[config.mk]
export PLATFORM = sky130hd
export DESIGN_NAME = packet_queue
export DESIGN_NICKNAME = d
export VERILOG_FILES = /design/src/rtl/router_pkg.sv /design/src/rtl/packet_queue.sv
export SDC_FILE = /design/constraint.sdc
export NUM_CORES = 1
export LEC_CHECK = 0
export ABC_AREA = 1
export CAP_MARGIN = 30
export CORE_MARGIN = 10
export CORE_UTILIZATION = 49
export CTS_CLUSTER_SIZE = 8
export DETAILED_ROUTE_END_ITERATION = 8
export MAX_ROUTING_LAYER = met4
export PLACE_DENSITY = 0.75
export RECOVER_POWER = 100
export SLEW_MARGIN = 20
export SYNTH_ARGS = -nofsm -noshare
export SYNTH_HDL_FRONTEND = slang
export SYNTH_SLANG_ARGS = --single-unit
[constraint.sdc]
create_clock -name clk -period 2 [get_ports clk]
set_input_delay 0.6 -clock clk [delete_from_list [all_inputs] [get_ports clk]]
set_output_delay 0.6 -clock clk [all_outputs]
set_load 0.005 [all_outputs]
[src/rtl/router_pkg.sv]
// Shared mesh-router definitions: global sizing macros, packet field offsets,
// router port indices and small packet field helpers.

`ifndef PL
`define PL 16
`endif
`ifndef CS
`define CS 3
`endif
`ifndef REN
`define REN 5
`endif

package router_pkg;

    // Packet layout, bit 0 first (packets are declared [0:`PL-1])
    localparam int VALID_BIT   = 0;
    localparam int X_LSB       = 1;
    localparam int Y_LSB       = `CS + 1;
    localparam int PAYLOAD_LSB = 2 * `CS + 1;

    // Router port indices
    localparam int CORE  = 0;
    localparam int NORTH = 1;
    localparam int EAST  = 2;
    localparam int SOUTH = 3;
    localparam int WEST  = 4;

    typedef enum logic [2:0] {
        PORT_CORE  = 3'd0,
        PORT_NORTH = 3'd1,
        PORT_EAST  = 3'd2,
        PORT_SOUTH = 3'd3,
        PORT_WEST  = 3'd4
    } port_e;

    // Valid flag of a packet
    function automatic logic pkt_valid(input logic [0:`PL-1] p);
        return p[VALID_BIT];
    endfunction

    // Destination X field of a packet
    function automatic logic [0:`CS-1] pkt_dest_x(input logic [0:`PL-1] p);
        return p[X_LSB +: `CS];
    endfunction

    // Destination Y field of a packet
    function automatic logic [0:`CS-1] pkt_dest_y(input logic [0:`PL-1] p);
        return p[Y_LSB +: `CS];
    endfunction

endpackage

[src/rtl/packet_queue.sv]
// Per-port packet FIFO of the mesh router. Pointer/count control and the
// storage array live in this one module; the router instantiates `REN copies.
//
// Handshake: a packet is accepted at a rising edge when packet_in[VALID_BIT]
// is high and availability_out was high before that edge (count < DEPTH);
// the head is consumed at a rising edge when pop is high and the queue is not
// empty. availability_out is the "ready" and comes only from registered count,
// so a same-cycle pop never frees a slot early. Invalid pushes (full) and
// invalid pops (empty) are dropped and recorded in sticky error flags.

`ifndef PL
`define PL 16
`endif
`ifndef CS
`define CS 3
`endif
`ifndef REN
`define REN 5
`endif

module packet_queue
    import router_pkg::*;
#(
    parameter int DEPTH = 4,
    parameter int CW    = $clog2(DEPTH + 1)
) (
    input  logic            clk,
    input  logic            rst,
    input  logic [0:`PL-1]  packet_in,
    output logic            availability_out,
    output logic [0:`PL-1]  packet_out,
    input  logic            pop,
    output logic [CW-1:0]   count,
    output logic            overflow,
    output logic            underflow
);

    localparam int AW = (DEPTH > 1) ? $clog2(DEPTH) : 1;

    logic [0:`PL-1] mem [DEPTH];
    logic [AW-1:0]  rd;
    logic [AW-1:0]  wr;

    logic in_valid;
    logic full;
    logic empty;
    logic push;
    logic pop_ok;

    // Accept/consume decisions, all based on the pre-edge occupancy
    always_comb begin
        in_valid = pkt_valid(packet_in);
        full     = (count == CW'(DEPTH));
        empty    = (count == '0);
        push     = in_valid && !full;
        pop_ok   = pop && !empty;
    end

    // Storage write; contents are not cleared by reset, only the pointers are
    always_ff @(posedge clk) begin
        if (!rst && push) begin
            mem[wr] <= packet_in;
        end
    end

    // Pointers, occupancy and sticky error flags
    always_ff @(posedge clk) begin
        if (rst) begin
            rd        <= '0;
            wr        <= '0;
            count     <= '0;
            overflow  <= 1'b0;
            underflow <= 1'b0;
        end else begin
            if (push) begin
                wr <= wr + AW'(1);
            end
            if (pop_ok) begin
                rd <= rd + AW'(1);
            end
            case ({push, pop_ok})
                2'b10:   count <= count + CW'(1);
                2'b01:   count <= count - CW'(1);
                default: count <= count;
            endcase
            if (in_valid && full) begin
                overflow <= 1'b1;
            end
            if (pop && empty) begin
                underflow <= 1'b1;
            end
        end
    end

    // Head packet is forced to zero when empty so downstream sees valid = 0
    always_comb begin
        availability_out = !full;
        packet_out       = empty ? '0 : mem[rd];
    end

endmodule

==> results.json, run 1 <==
{
  "synth-seq-cells": 75,
  "crit_buf_inv": 3,
  "p_leak_nw": 1.57,
  "crit_type": "register to output port",
  "combPwrFrac_pct": 38.2,
  "viasPerCell": 5.06,
  "end_kind": "output port",
  "fin_crit_ps": 2100,
  "cts_root_buf": "clkbuf_8",
  "setup_violations": 44,
  "clockBufferDepth": 2,
  "wire_per_inst_um": 15.4,
  "grt_max_degree": 17,
  "p_sw_mw": 1.56,
  "grt_pass1_wl_um": 10600,
  "hold_buffers": 0,
  "arrival_ps": 1500,
  "drt-total-wl_um": 6600,
  "required_ps": 1400,
  "clock-sinks": 75,
  "swShare_pct": 32.1,
  "fin_skew_ps": 6.45,
  "max_slew_margin_pct": 81.6,
  "drive_gt1_share_pct": 26.9,
  "cts_buffers": 9,
  "seqCellArea_sq_mm": 0.00215,
  "total_power_mw": 4.87,
  "dieWidth_um": 99.5,
  "synth_cells": 270,
  "rows": 28,
  "cp_slowest_cell": "dfxtp_4",
  "avgSynthCellArea_sq_um": 11.5,
  "maxSlewViolCount": 0,
  "final_nets": 373,
  "stdcell_count": 428,
  "crit_chain": "buf_6, buf_8, nor2_4, nor2_2, o21ai_1, a21oi_1, buf_2",
  "antenna_found_initial": 0,
  "slowest_delay_ps": 390,
  "clk_latency_ps": 350,
  "h-tree-depth": 3,
  "synth_area_sq_mm": 0.00310,
  "grtUsageTotal_pct": 14.0,
  "dpl.hpwl_um": 4260,
  "p_seq_share_pct": 39.4,
  "fmax_mhz": 477,
  "violations": "negative setup slack",
  "hold_class": "register to register",
  "worst_slew_pin_slew_ps": 277,
  "n_antenna_cell": 0,
  "n_fill_cell": 457,
  "powerDensity_mw_per_mm2": 1200,
  "power.internal_mw": 3.31,
  "startpoint_type": "register",
  "num_vias": 2165,
  "crit_fanout": 6,
  "gp_congestion": 0.775,
  "synth_cell_types": 20,
  "setup_ws_ps": -98.1,
  "die_h_um": 99.5,
  "drtPass1Iterations": 4,
  "timing.final.crit_share_pct": 105,
  "drc": 0,
  "ioPinCount": 41,
  "core_area_sq_mm": 0.00603,
  "clkTransAtPathRegs_ps": 70,
  "die-area_sq_mm": 0.00990,
  "overflow": 0,
  "synth_fp_nets": 295,
  "rsz0062_at_grt": "yes",
  "initial_core_util_pct": 51.4,
  "hold_viol": 0,
  "placed_cells": 403,
  "max_cap_violations": 0,
  "critPathTopFamily": "flip-flops",
  "peakVddDrop_mv": 0.670,
  "ys_warn_count": 0,
  "multi_input_area_sq_um": 835,
  "clkPwrFrac_pct": 22.4,
  "port_buffers": 40,
  "cts_tree": "yes",
  "drt-initial-drc-count": 94,
  "area_growth_syn_to_layout_pct": 31.5,
  "ys_seq_area_share_pct": 69.2,
  "final_util_pct": 67.6,
  "grt_pass1_vias": 2262,
  "status": "finished with violations",
  "ant_nets": 0
}
## repair_timing
action	in CTS	in global routing
setup endpoints to repair	17	19
gates resized for setup	89	28
cloned	3	0
setup buffers	4	3
pin swaps	7	20
hold endpoints to repair	0	0
## stage by stage
| step | setup WS [ps] | instance area (sq um) | setup TNS (ps) | hold slack [ps] |
|---|---|---|---|---|
| 2_1_floorplan | 0.165 | 3100 | 0 | 441 |
| 3_3_place_gp | -220 | 3770 | -12160 | 437 |
| 3_5_place_dp | -298 | 3770 | -15150 | 442 |
| 4_1_cts | -86.2 | 4020 | -560 | 455 |
| 5_1_grt | -165 | 4070 | -7290 | 465 |
| 6_report | -98.1 | 4070 | -661 | 451 |
## layout by cell type (no fill, tap or decap), types with 7 or more instances in the layout
master and n:
dfxtp_1 7, dlygate4sd3_1 19, o21ai_2 8, edfxtp_1 64
nor2_1 69, buf_4 18, clkbuf_8 9, nand2_1 15
buf_2 17, a21oi_1 19, inv_1 18, nor2_2 7
o21ai_1 24
## Yosys cell counts, drive strengths merged
library cell  count  area (sq um)
edfxtp           64          1920
o21a              1          7.51
fa                1          20.0
inv              22          85.1
nand3b            1          7.51
nor2             79           302
a21oi            21           113
o21ai            34           170
nand2            16          62.6
ha                5          62.6
buf              11           105
nand3             4          20.0
dfxtp            11           220
## final timing paths
path / startpoint / end / slack (ps) / cells after the start
hold / removal: underflow$_SDFFE_PP0P_ / underflow$_SDFFE_PP0P_ / 450 / 2
hold reg to reg: underflow$_SDFFE_PP0P_ / underflow$_SDFFE_PP0P_ / 450 / 2
setup / recovery: register / packet_out[4] / -100 / 7
setup reg to reg: count[2]$_SDFFE_PP0P_ / count[2]$_SDFFE_PP0P_ / 190 / 14
## power by group through the flow
| stage | clock network [mW] | registers (mW) | logic (mW) |
|---|---|---|---|
| 2_1_floorplan | 0 | 1.92 | 0.876 |
| 3_3_place_gp | 0 | 1.93 | 1.79 |
| 3_5_place_dp | 0 | 1.93 | 1.82 |
| 4_1_cts | 1.10 | 1.91 | 1.85 |
| 5_1_grt | 1.19 | 1.93 | 2.08 |
| 6_report | 1.09 | 1.92 | 1.86 |
## registers in the layout, summed over array words and instances, names as in the netlist, named ones only
register and cells:
underflow 1, rd 2, count 3, overflow 1, mem 64, wr 2
## cell families after synthesis
kind of cell	synth area share, %
fa+ha+maj	2.67
flops	69.2
simple gates	12.6
buf+inv	6.14
compound gates	9.37
## per-layer routing
| layer | part of all wire [%] | track usage [%] | up-vias |
|---|---|---|---|
| met5 | 0 | - | - |
| met4 | 1.9 | 6.95 | 0 |
| met3 | 7.3 | 4.15 | 13 |
| met2 | 51 | 22.6 | 72 |
| met1 | 40 | 15.3 | 1008 |
| li1 | - | - | 1072 |
## final cells by class
cell class | instances | area share (%)
Multi-Input combinational cell | 162 | 20.5
Inverter | 22 | 2.46
Tap cell | 75 | 2.30
Clock buffer | 10 | 3.13
Timing Repair Buffer | 78 | 17.4
Sequential cell | 75 | 52.9
Clock inverter | 6 | 1.38
## worst min-delay path: cells and delay by family, from the launching register on
family,cells,cell delay (ps)
AO/OA/AOI/OAI,1,60
flip-flops,1,310
buffers and inverters,1,50
Power figures use the tool's default switching activity.
==> run 2: changes to the inputs <==
TNS_END_PERCENT = 10   (was not set)
==> results.json, run 2 (same netlist as run 1, synthesis figures left out) <==
{
  "p_leak_nw": 1.55,
  "drive_gt1_share_pct": 23.9,
  "hp-start": "underflow$_SDFFE_PP0P_",
  "viasPerCell": 5.04,
  "max_slew_margin_pct": 82.5,
  "die_h_um": 99.5,
  "hold_depth": 2,
  "crit_type": "register to output port",
  "rrSetupSlack_ps": 180,
  "timing.final.crit_share_pct": 107,
  "antenna_found_initial": 0,
  "required_ps": 1400,
  "rsz0062_at_grt": "yes",
  "dieWidth_um": 99.5,
  "hold_viol": 0,
  "timing.rr.start": "count[1]$_SDFFE_PP0P_",
  "biggestRegsByFlops": "mem: 64 flops, count: 3 flops",
  "largest_reg_flops": 64,
  "place_area_sq_mm": 0.00377,
  "num_vias": 2145,
  "grt_pass1_wl_um": 10500,
  "total_power_mw": 4.80,
  "startpoint_type": "register",
  "powerDensity_mw_per_mm2": 1200,
  "maxSlewViolCount": 0,
  "dpl.hpwl_um": 4260,
  "cts_tree": "yes",
  "crit_fanout": 6,
  "final_nets": 371,
  "grt_pass1_vias": 2256,
  "drt-initial-drc-count": 77,
  "reg2regPathDepth": 14,
  "r2r_end": "count[2]$_SDFFE_PP0P_",
  "initial_core_util_pct": 51.4,
  "violations": "negative setup slack",
  "grt_max_degree": 17,
  "cts_buffers": 9,
  "grtUsageTotal_pct": 13.7,
  "wire_per_inst_um": 15.2,
  "clockBufferDepth": 2,
  "n_antenna_cell": 0,
  "max_cap_violations": 0,
  "fin_crit_ps": 2130,
  "status": "finished with violations",
  "final_common_cell": "nor2_1",
  "mostFrequentLayoutCells": "nor2_1 (71), edfxtp_1 (64), o21ai_1 (28), buf_4 (20)",
  "end_kind": "output port",
  "hold_ws_ps": 453,
  "fin_skew_ps": 5.70,
  "ioPinCount": 41,
  "ant_nets": 0,
  "setup_ws_ps": -131,
  "area_growth_syn_to_layout_pct": 29.6,
  "port_buffers": 40,
  "arrival_ps": 1530,
  "min_to": "underflow$_SDFFE_PP0P_",
  "core_area_sq_mm": 0.00603,
  "overflow": 0,
  "fmax_mhz": 469,
  "peakVddDrop_mv": 0.670,
  "top_register": "mem",
  "gp_congestion": 0.775,
  "cts_root_buf": "clkbuf_8",
  "hold_class": "register to register",
  "worst_slew_pin_slew_ps": 263,
  "final_area_sq_mm": 0.00401,
  "die-area_sq_mm": 0.00990,
  "drc": 0,
  "clk_latency_ps": 340,
  "setup_violations": 17,
  "rows": 28,
  "h-tree-depth": 3,
  "final_util_pct": 66.6,
  "drtPass1Iterations": 4,
  "hold_buffers": 0,
  "clock-sinks": 75,
  "post-place-ws_ps": -298,
  "drt-total-wl_um": 6460,
  "clkTransAtPathRegs_ps": 70
}
## run 2: cell types whose count changed in the layout (fill, tap and decap cells not counted), moves of 2 or more
cell      previous run  this run
o21ai_2              8         2
o21ai_1             24        28
buf_2               17        15
buf_4               18        20
buf_6                6         4
clkbuf_1             5         3
clkbuf_4             1         3
dfxtp_1              7         9
dfxtp_2              2         0
nor2_1              69        71
o21ai_0              2         4
## run 2: routing by layer
| metal | track usage, % | share of wire (%) | up-vias |
|---|---|---|---|
| li1 | - | - | 1069 |
| met1 | 15.0 | 42 | 1002 |
| met2 | 22.0 | 50 | 59 |
| met3 | 3.53 | 5.3 | 15 |
| met4 | 8.05 | 2.3 | 0 |
| met5 | - | 0 | - |
## run 2: power by group
group	switching, mW	total, mW	internal (mW)
Sequential	0.0821	1.91	1.83
Combinational	0.920	1.80	0.877
Clock	0.527	1.09	0.565
## run 2: cell type report
class	count	area, sq um
Multi-Input combinational cell	162	802
Clock inverter	6	56.3
Sequential cell	75	2150
Timing Repair Buffer	76	691
Tap cell	75	93.8
Inverter	22	92.6
Fill cell	465	2010
Clock buffer	10	128
## run 2: through the flow
step	setup TNS (ps)	cells
floorplan	0	270
global placement	-12160	403
detailed placement	-15150	403
CTS	-1030	424
global route	-5190	426
finish	-1010	426
## run 2: how the worst max path moves through the flow
stage	start	end	slack, ps
after global placement	pop	count[2]$_SDFFE_PP0P_	-220
after global routing	register	packet_out[15]	-180
after floorplan	packet_in[0]	mem[0][0]$_DFFE_PP_	0.2
final	register	packet_out[4]	-130
after detailed placement	pop	count[2]$_SDFFE_PP0P_	-300
after CTS	register	packet_out[9]	-120
## run 2: repair_timing
item,in CTS,in global routing
pin swaps,8,17
endpoints found under the setup margin,17,19
buffers inserted,3,2
gates resized for setup,76,19
cloned,2,0
## run 2: worst max-delay path, stage by stage (launching register included)
cell and delay, ps:
dfxtp_4 400, buf_6 130, buf_8 120, nor2_4 40, nor2_2 110, o21ai_1 90, a21oi_1 160, buf_2 130
==> run 3: changes to the inputs <==
--- a/config.mk
+++ b/config.mk
@@ -9,9 +9,10 @@
 export CAP_MARGIN = 30
 export CORE_MARGIN = 10
-export CORE_UTILIZATION = 49
-export CTS_CLUSTER_SIZE = 8
+export CORE_UTILIZATION = 56
+export CTS_CLUSTER_SIZE = 10
 export DETAILED_ROUTE_END_ITERATION = 8
+export DONT_BUFFER_PORTS = 1
 export MAX_ROUTING_LAYER = met4
-export PLACE_DENSITY = 0.75
+export PLACE_DENSITY = 0.74
 export RECOVER_POWER = 100
 export SLEW_MARGIN = 20
==> constraint.sdc (replaced) <==
create_clock -name clk -period 2 [get_ports clk]
set_input_delay 0.4 -clock clk [delete_from_list [all_inputs] [get_ports clk]]
set_output_delay 0.4 -clock clk [all_outputs]
set_load 0.005 [all_outputs]
==> results.json, run 3 (same netlist as run 1, synthesis figures left out) <==
{
  "status": "complete, no violations",
  "grt_pass1_vias": 1862,
  "fin_crit_ps": 1870,
  "crit_type": "register to output port",
  "top_register": "mem",
  "num_vias": 1872,
  "grt_pass1_wl_um": 9290,
  "port_buffers": 0,
  "required_ps": 1600,
  "h-tree-depth": 3,
  "clockBufferDepth": 2,
  "core_area_sq_mm": 0.00544,
  "worst_slew_pin_slew_ps": 393,
  "initial_core_util_pct": 56.9,
  "hp-start": "rst",
  "antenna_found_initial": 0,
  "gp_congestion": 0.866,
  "r2r_end": "count[2]$_SDFFE_PP0P_",
  "p_leak_nw": 1.21,
  "clkTransAtPathRegs_ps": 80,
  "overflow": 0,
  "drt-total-wl_um": 5950,
  "reg2regPathDepth": 13,
  "biggestRegsByFlops": "mem: 64 flops, count: 3 flops",
  "dieWidth_um": 94.4,
  "maxSlewViolCount": 0,
  "rows": 27,
  "largest_reg_flops": 64,
  "fin_skew_ps": 4.84,
  "mostFrequentLayoutCells": "nor2_1 (77), edfxtp_1 (64), o21ai_1 (30), a21oi_1 (19), inv_1 (18)",
  "hold_buffers": 0,
  "clkPwrFrac_pct": 24.8,
  "startpoint_type": "register",
  "fmax_mhz": 533,
  "ioPinCount": 41,
  "rrSetupSlack_ps": 210,
  "clk_latency_ps": 340,
  "dpl.hpwl_um": 3760,
  "cts_root_buf": "clkbuf_8",
  "hold_depth": 1,
  "setup_ws_ps": 125,
  "crit_fanout": 16,
  "die-area_sq_mm": 0.00890,
  "viasPerCell": 5.21,
  "drtPass1Iterations": 4,
  "timing.rr.start": "count[1]$_SDFFE_PP0P_",
  "tns_ps": 0,
  "cts_buffers": 9,
  "combPwrFrac_pct": 26.7,
  "wire_per_inst_um": 16.6,
  "setup_violations": 0,
  "ant_nets": 0,
  "powerDensity_mw_per_mm2": 1180,
  "drive_gt1_share_pct": 13.6,
  "end_kind": "output port",
  "p_seq_share_pct": 48.4,
  "cts_resized": 0,
  "arrival_ps": 1470,
  "swShare_pct": 34.6,
  "timing.final.crit_share_pct": 93.7,
  "drc": 0,
  "peakVddDrop_mv": 0.834,
  "power.internal_mw": 2.60,
  "final_common_cell": "nor2_1",
  "n_antenna_cell": 0,
  "post-place-ws_ps": 212,
  "hold_viol": 0,
  "min_to": "underflow$_SDFFE_PP0P_",
  "rsz0062_at_grt": "no",
  "die_h_um": 94.4,
  "cts_setup_buffers": 0,
  "grt_max_degree": 33,
  "clock-sinks": 75,
  "p_sw_mw": 1.38,
  "max_cap_violations": 0,
  "drt-initial-drc-count": 150,
  "area_growth_syn_to_layout_pct": 8.44,
  "grtUsageTotal_pct": 14.4,
  "cts_tree": "yes",
  "final_nets": 307,
  "max_slew_margin_pct": 73.8,
  "hold_class": "primary input to register"
}
==> run 3: per-stage QoR <==
stage | hold slack [ps] | cell area [sq um] | instances | util, % | total power [mW]
after detailed placement | 463 | 3170 | 343 | 58.3 | 3.00
after global routing | 97.5 | 3360 | 359 | 61.7 | 4.24
after CTS | 101 | 3340 | 359 | 61.4 | 3.99
after floorplan | 441 | 3100 | 270 | - | 2.80
after global placement | 461 | 3170 | 343 | 58.3 | 2.98
final | 116 | 3360 | 359 | 61.7 | 3.98
==> run 3: worst max-delay path by stage <==
stage	from	endpoint	slack, ps	cells after the start
after floorplan	count[1]$_SDFFE_PP0P_	mem[0][0]$_DFFE_PP_	180	4
after global placement	count[2]$_SDFFE_PP0P_	count[2]$_SDFFE_PP0P_	270	13
after detailed placement	count[2]$_SDFFE_PP0P_	count[2]$_SDFFE_PP0P_	210	13
after CTS	register	packet_out[14]	20	3
after global routing	count[0]$_SDFFE_PP0P_	count[2]$_SDFFE_PP0P_	6	13
final	register	packet_out[9]	130	5
==> run 3: power by group through the flow <==
stage               logic [mW]  registers, mW  clock network, mW
global placement          1.04           1.94                  0
floorplan                0.876           1.92                  0
CTS                       1.07           1.91               1.01
global route              1.23           1.94               1.08
finish                    1.06           1.93              0.987
detailed placement        1.06           1.94                  0
==> run 3: cell type report <==
class | instances | area (sq um)
fillers | 447 | 2080
flip-flops and latches | 75 | 2150
well taps | 72 | 90.1
repair buffers | 12 | 93.8
inverters | 22 | 87.6
multi-input cells | 162 | 769
clock buffers | 9 | 124
clock inverters | 7 | 43.8
==> run 3: per-layer routing <==
layer / part of all wire [%] / GRT usage [%]
met4: 1.1 / 7.22
met5: 0 / -
met2: 51 / 23.8
met1: 41 / 14.7
met3: 6.8 / 5.39
==> run 3: worst max-delay path, cell delays in order, from the launching register on <==
cell	delay, ps
dfxtp_1	340
buf_4	210
inv_4	120
nor2_1	140
o21ai_1	80
a21oi_1	230
